==> src/rtl/rom_ctrl_pkg.sv <==
// rom_ctrl_pkg: shared types and helpers for the
// pattern-memory load controller.
package rom_ctrl_pkg;

  typedef enum logic [1:0] {
    ST_CLEAR = 2'd0,
    ST_IDLE  = 2'd1,
    ST_LOAD  = 2'd2
  } state_t;

  localparam int unsigned DEPTH = 256;

  // Limit a requested byte count to the memory depth.
  function automatic int unsigned clamp_len(
    input int unsigned len,
    input int unsigned lim
  );
    return (len > lim) ? lim : len;
  endfunction

endpackage

==> src/rtl/rom_mem_sp.sv <==
// rom_mem_sp: single-port RAM with one-cycle
// synchronous read, no reset on the array.
module rom_mem_sp #(
  parameter int ADDR_W = 8,
  parameter int DATA_W = 8
) (
  input  logic              clk,
  input  logic              we,
  input  logic [ADDR_W-1:0] addr,
  input  logic [DATA_W-1:0] wdata,
  output logic [DATA_W-1:0] rdata
);

  logic [DATA_W-1:0] mem [2**ADDR_W];

  // Write when enabled; always register the addressed word.
  always_ff @(posedge clk) begin
    if (we) mem[addr] <= wdata;
    rdata <= mem[addr];
  end

endmodule

==> src/rtl/rom_load_ctrl.sv <==
// rom_load_ctrl: clear/load sequencer and port arbiter
// for the pattern memory behind the lookup datapath.
module rom_load_ctrl
  import rom_ctrl_pkg::*;
#(
  parameter int ADDR_W   = 8,
  parameter int DATA_W   = 8,
  parameter bit CLEAR_EN = 1'b1
) (
  input  logic              clk,
  input  logic              rst,
  input  logic              ld_start,
  input  logic [ADDR_W-1:0] ld_base,
  input  logic [ADDR_W:0]   ld_len,
  input  logic              ld_valid,
  input  logic [DATA_W-1:0] ld_data,
  output logic              ld_ready,
  output logic              ld_done,
  output logic              busy,
  input  logic              rd_req,
  input  logic [ADDR_W-1:0] rd_addr,
  output logic              rd_gnt,
  output logic              rd_valid,
  output logic [DATA_W-1:0] rd_data
);

  localparam int unsigned MEM_DEPTH = 1 << ADDR_W;
  localparam int CNT_W = ADDR_W + 1;

  state_t            state;
  logic [ADDR_W-1:0] clr_ptr;
  logic [ADDR_W-1:0] wr_ptr;
  logic [CNT_W-1:0]  cnt;
  logic [CNT_W-1:0]  len_cl;
  logic              w_turn;
  logic [DATA_W-1:0] rd_hold;

  logic              in_idle;
  logic              in_load;
  logic              clearing;
  logic              conflict;
  logic              grant_w;
  logic              grant_r;
  logic              mem_we;
  logic [ADDR_W-1:0] mem_addr;
  logic [DATA_W-1:0] mem_wdata;
  logic [DATA_W-1:0] mem_rdata;

  assign len_cl = CNT_W'(clamp_len(32'(ld_len), MEM_DEPTH));

  // Arbitrate the single port; w_turn alternates on conflicts,
  // so the first conflict after reset goes to the reader.
  always_comb begin
    in_idle   = !rst && (state == ST_IDLE);
    in_load   = !rst && (state == ST_LOAD);
    clearing  = !rst && (state == ST_CLEAR);
    conflict  = in_load && ld_valid && rd_req;
    grant_w   = in_load && ld_valid && (!rd_req || w_turn);
    grant_r   = rd_req &&
                (in_idle || (in_load && (!ld_valid || !w_turn)));
    mem_we    = clearing || grant_w;
    mem_addr  = rd_addr;
    if (clearing)     mem_addr = clr_ptr;
    else if (grant_w) mem_addr = wr_ptr;
    mem_wdata = clearing ? '0 : ld_data;
  end

  assign ld_ready = grant_w;
  assign rd_gnt   = grant_r;
  assign busy     = (state != ST_IDLE);
  assign rd_data  = rd_valid ? mem_rdata : rd_hold;

  // Sequencer: clear sweep, idle, and bounded load session.
  always_ff @(posedge clk) begin
    if (rst) begin
      state    <= CLEAR_EN ? ST_CLEAR : ST_IDLE;
      clr_ptr  <= '0;
      wr_ptr   <= '0;
      cnt      <= '0;
      w_turn   <= 1'b0;
      ld_done  <= 1'b0;
      rd_valid <= 1'b0;
      rd_hold  <= '0;
    end else begin
      ld_done  <= 1'b0;
      rd_valid <= grant_r;
      if (rd_valid) rd_hold <= mem_rdata;
      unique case (state)
        ST_CLEAR: begin
          clr_ptr <= clr_ptr + ADDR_W'(1);
          if (&clr_ptr) state <= ST_IDLE;
        end
        ST_IDLE: begin
          if (ld_start) begin
            wr_ptr <= ld_base;
            cnt    <= len_cl;
            if (len_cl == '0) ld_done <= 1'b1;
            else              state   <= ST_LOAD;
          end
        end
        ST_LOAD: begin
          if (conflict) w_turn <= !w_turn;
          if (grant_w) begin
            wr_ptr <= wr_ptr + ADDR_W'(1);
            cnt    <= cnt - CNT_W'(1);
            if (cnt == CNT_W'(1)) begin
              state   <= ST_IDLE;
              ld_done <= 1'b1;
            end
          end
        end
        default: state <= ST_IDLE;
      endcase
    end
  end

  rom_mem_sp #(
    .ADDR_W (ADDR_W),
    .DATA_W (DATA_W)
  ) u_mem (
    .clk   (clk),
    .we    (mem_we),
    .addr  (mem_addr),
    .wdata (mem_wdata),
    .rdata (mem_rdata)
  );

endmodule

==> config.mk <==
export PLATFORM = sky130hd
export DESIGN_NAME = rom_load_ctrl
export DESIGN_NICKNAME = d
export VERILOG_FILES = /design/src/rtl/rom_ctrl_pkg.sv /design/src/rtl/rom_mem_sp.sv /design/src/rtl/rom_load_ctrl.sv
export SDC_FILE = /design/constraint.sdc
export NUM_CORES = 2
export LEC_CHECK = 0
export CAP_MARGIN = 20
export CORE_UTILIZATION = 40
export CTS_BUF_LIST = sky130_fd_sc_hd__clkbuf_8
export DETAILED_ROUTE_END_ITERATION = 12
export DONT_BUFFER_PORTS = 1
export GPL_TIMING_DRIVEN = 0
export PLACE_DENSITY_LB_ADDON = 0.05
export SLEW_MARGIN = 15
export SYNTH_ARGS = -nofsm -noshare
export SYNTH_HDL_FRONTEND = slang
export SYNTH_SLANG_ARGS = --single-unit
==> constraint.sdc <==
create_clock -name clk -period 6.3 [get_ports clk]
set_input_delay 0.315 -clock clk [delete_from_list [all_inputs] [get_ports clk]]
set_output_delay 0.315 -clock clk [all_outputs]
set_load 0.005 [all_outputs]
==> results.py <==
metrics = {
    "timing": {
        "max_freq_mhz": 153,
        "finalWorstSetupSlack_ns": -0.223,
        "fin_crit_ns": 6.52,
        "final.setup_skew_ns": 0.0634,
        "rsz0062_at_grt": "yes",
        "setup_viol": 3,
        "report.final.hold_viol_count": 0,
        "slew_headroom_pct": 13.7,
        "slew_violations": 0,
        "worstMarginPinSlew_ns": 1.29,
        "finalCritPeriodShare_pct": 104,
        "tns_ns": -0.325,
    },
    "synth": {
        "yosysWarnings": 0,
        "syn-mean-instance-area_um2": 13.9,
        "yosys_most_used_dff": "edfxtp_1",
        "synth.area.top_cells": "edfxtp_1, nand2_1, a221oi_1",
        "syn-num-nets": 6051,
        "synthArstFlopShare_pct": 0,
        "synth_area_mm2": 0.0837,
        "synth_top_area_share_pct": 73.5,
        "syn_inst": 6006,
        "ys_seq_elements": 2094,
        "synth-seq-area-share_pct": 74.6,
        "yosysTopAreaCell": "edfxtp_1",
        "synth_edf_count": 2048,
        "yosysUniqueCellTypes": 52,
    },
    "detailed_routing": {
        "viasPerCell": 6.12,
        "antenna_left": 0,
        "drt_iter0_markers": 8682,
        "drc": 0,
        "num_vias": 58500,
        "wl_um": 348000,
        "first_pass_iters": 6,
        "wl_per_cell_um": 36.5,
    },
    "cts": {
        "cts_buffer_depth": 4,
        "cts-buffers-inserted": 376,
        "cts_root_buffer": "clkbuf_8",
        "worstSkewPairLatency_ns": 1.14,
        "htree_levels": 5,
        "cts_tree": "yes",
        "cts_setup_buffers": 0,
        "path_clk_slew_ns": 0.06,
        "clock_sinks": 2094,
    },
    "finish": {
        "final_common_cell": "edfxtp_1",
        "syn_to_final_growth_pct": 14.7,
        "drive_gt1_share_pct": 10.4,
        "final_cell_mix": "edfxtp_1, nand2_1, clkbuf_8, a21oi_1, clkbuf_1",
        "nNetsFinal": 6572,
        "final_util_pct": 46.3,
    },
    "pwr": {
        "internal_power_mw": 21.8,
        "p_leak_nw": 31.0,
        "p_switching_mw": 8.38,
        "p_seq_share_pct": 50.9,
        "ir_drop_mv": 0.259,
        "switching_share_pct": 27.8,
        "p_clk_share_pct": 37.7,
        "powerDensity_mw_per_mm2": 314,
        "power_frac_comb_pct": 11.4,
    },
    "placement": {
        "hpwl_um": 250000,
        "io_buffers": 0,
        "gp_congestion": 0.995,
    },
    "run": {
        "cap_violations": 0,
    },
    "grt": {
        "overflow": 0,
        "grt_max_degree": 68,
        "grt_pass1_wl_um": 467000,
        "grt_pass1_vias": 55500,
        "track_usage_pct": 32.6,
        "grt_antenna_before_repair": 35,
    },
    "critical_path": {
        "path_max_fanout": 10,
        "worstSetupPathType": "flop to flop",
        "worst_setup_path_end_kind": "flop",
        "crit_arrival_ns": 7.41,
        "cp.required_ns": 7.19,
        "startpoint_type": "flop",
    },
    "floorplanning": {
        "start_util_pct": 40.3,
        "die_area_mm2": 0.211,
        "die_x_um": 459,
        "core_mm2": 0.207,
        "die_y_um": 459,
        "io_pins": 51,
        "row_count": 167,
    },
    "status": {
        "failed_checks": "setup timing",
        "status": "finished, violations left",
    },
    "worst_hold_path": {
        "hold_path.class": "primary input to flop",
    },
}
==> cells in the mapped netlist (5+ instances only) <==
| cell | count |
|---|---|
| nand2_1 | 1338 |
| buf_1 | 41 |
| a221oi_1 | 257 |
| and2_1 | 266 |
| a311oi_1 | 257 |
| inv_1 | 11 |
| nor3_1 | 10 |
| clkbuf_1 | 350 |
| buf_4 | 10 |
| nand3_1 | 14 |
| a21oi_1 | 348 |
| nand4_1 | 21 |
| nor2b_1 | 15 |
| mux2i_1 | 6 |
| xor2_1 | 5 |
| nor4_1 | 19 |
| dfxtp_1 | 46 |
| buf_2 | 88 |
| edfxtp_1 | 2048 |
| o221ai_1 | 8 |
| nand2b_1 | 10 |
| o21ai_0 | 18 |
| o21ai_1 | 6 |
| a22oi_1 | 139 |
| a32oi_1 | 256 |
| nor2_1 | 297 |
| mux2_2 | 8 |
| ha_1 | 7 |
| o41ai_1 | 64 |
==> routing by layer <==
layer	routed length (µm)	track usage (%)	vias up	share of wire (%)
li1	-	-	24300	-
met1	140000	44.2	30000	40
met2	152000	48.2	3416	44
met3	37800	8.62	738	11
met4	18900	16.1	18	5.4
met5	119	0	-	0.034
==> sequential cells by signal (all words and copies together) (netlist names) <==
name         cells
wr_ptr           8
u_mem.mem     2048
ld_done          1
w_turn           1
state            2
clr_ptr          8
rd_hold          8
rd_valid         1
u_mem.rdata      8
cnt              9
==> critical path, stage by stage, from the launching register on <==
cell and delay [ns]:
dfxtp_1 0.35, inv_1 0.07, ha_1 0.18, buf_2 0.17, nand3b_1 0.33, o21ai_1 0.19, a21oi_1 0.74, buf_2 0.73
buf_2 0.61, buf_1 0.73, nand2_1 0.17, a32oi_1 0.41, a22oi_1 0.15, a21oi_2 0.55, nor4_1 0.11, o221ai_1 0.80
==> through the flow <==
stage | worst slack, ns | cells | area [µm²] | power [mW] | hold slack (ns)
finish | -0.223 | 9553 | 96000 | 30.1 | 0.113
global route | -0.0848 | 9540 | 96000 | 30.8 | 0.103
CTS | 0.00582 | 9531 | 95800 | 30.1 | 0.0420
detailed placement | -0.384 | 8872 | 88900 | 18.9 | 0.475
global placement | -5.61 | 8794 | 87200 | 18.9 | 0.465
floorplan | 1.02 | 6006 | 83700 | 17.1 | 0.449
==> power by group through the flow <==
stage / sequential (mW) / combinational, mW / clock (mW)
after floorplan: 15.7 / 1.45 / 0
after global placement: 15.8 / 3.13 / 0
after detailed placement: 15.6 / 3.27 / 0
after CTS: 15.3 / 3.30 / 11.4
after global routing: 15.3 / 3.47 / 12.0
final: 15.3 / 3.44 / 11.4
==> cells by family (layout without fill, tap and decap cells) <==
group                      Yosys count  after routing  share of synthesized area, %
adders and majority gates            7              7                         0.105
DFF                               2094           2094                          74.6
xor gates and xnor gates             6              6                        0.0628
muxes                               14             14                         0.179
other                                0             17                             0
AOI/OAI and AO/OA                 1367           1367                          12.4
and+or+nand+nor                   2014           2014                          10.2
buffers and inverters              504           1246                          2.47
==> final timing paths <==
check / start / end / slack (ns) / depth (start not counted)
setup / recovery: state[0] / u_mem.rdata[6] / -0.22 / 15
hold / removal: ld_valid / rd_valid / 0.11 / 4
setup reg to reg: state[0] / u_mem.rdata[6] / -0.22 / 15
hold reg to reg: clr_ptr[5] / clr_ptr[5] / 0.51 / 2
==> timing repair <==
| action | in CTS | in global routing |
|---|---|---|
| gates resized for setup | 17 | 12 |
| endpoints found under the hold margin | 899 | 0 |
| hold buffers | 60 | 0 |
| setup endpoints to repair | 90 | 289 |
==> area by class of cell <==
type                            count  area [µm²]
Antenna cell                       17        42.5
Buffer                            493        2090
Clock buffer                      386        5310
Clock inverter                    213         920
Fill cell                       18700      112000
Inverter                           11        41.3
Multi-Input combinational cell   3408       19400
Sequential cell                  2094       62400
Tap cell                         2788        3490
Timing Repair Buffer              143        2290
Power figures use the tool's default switching activity.
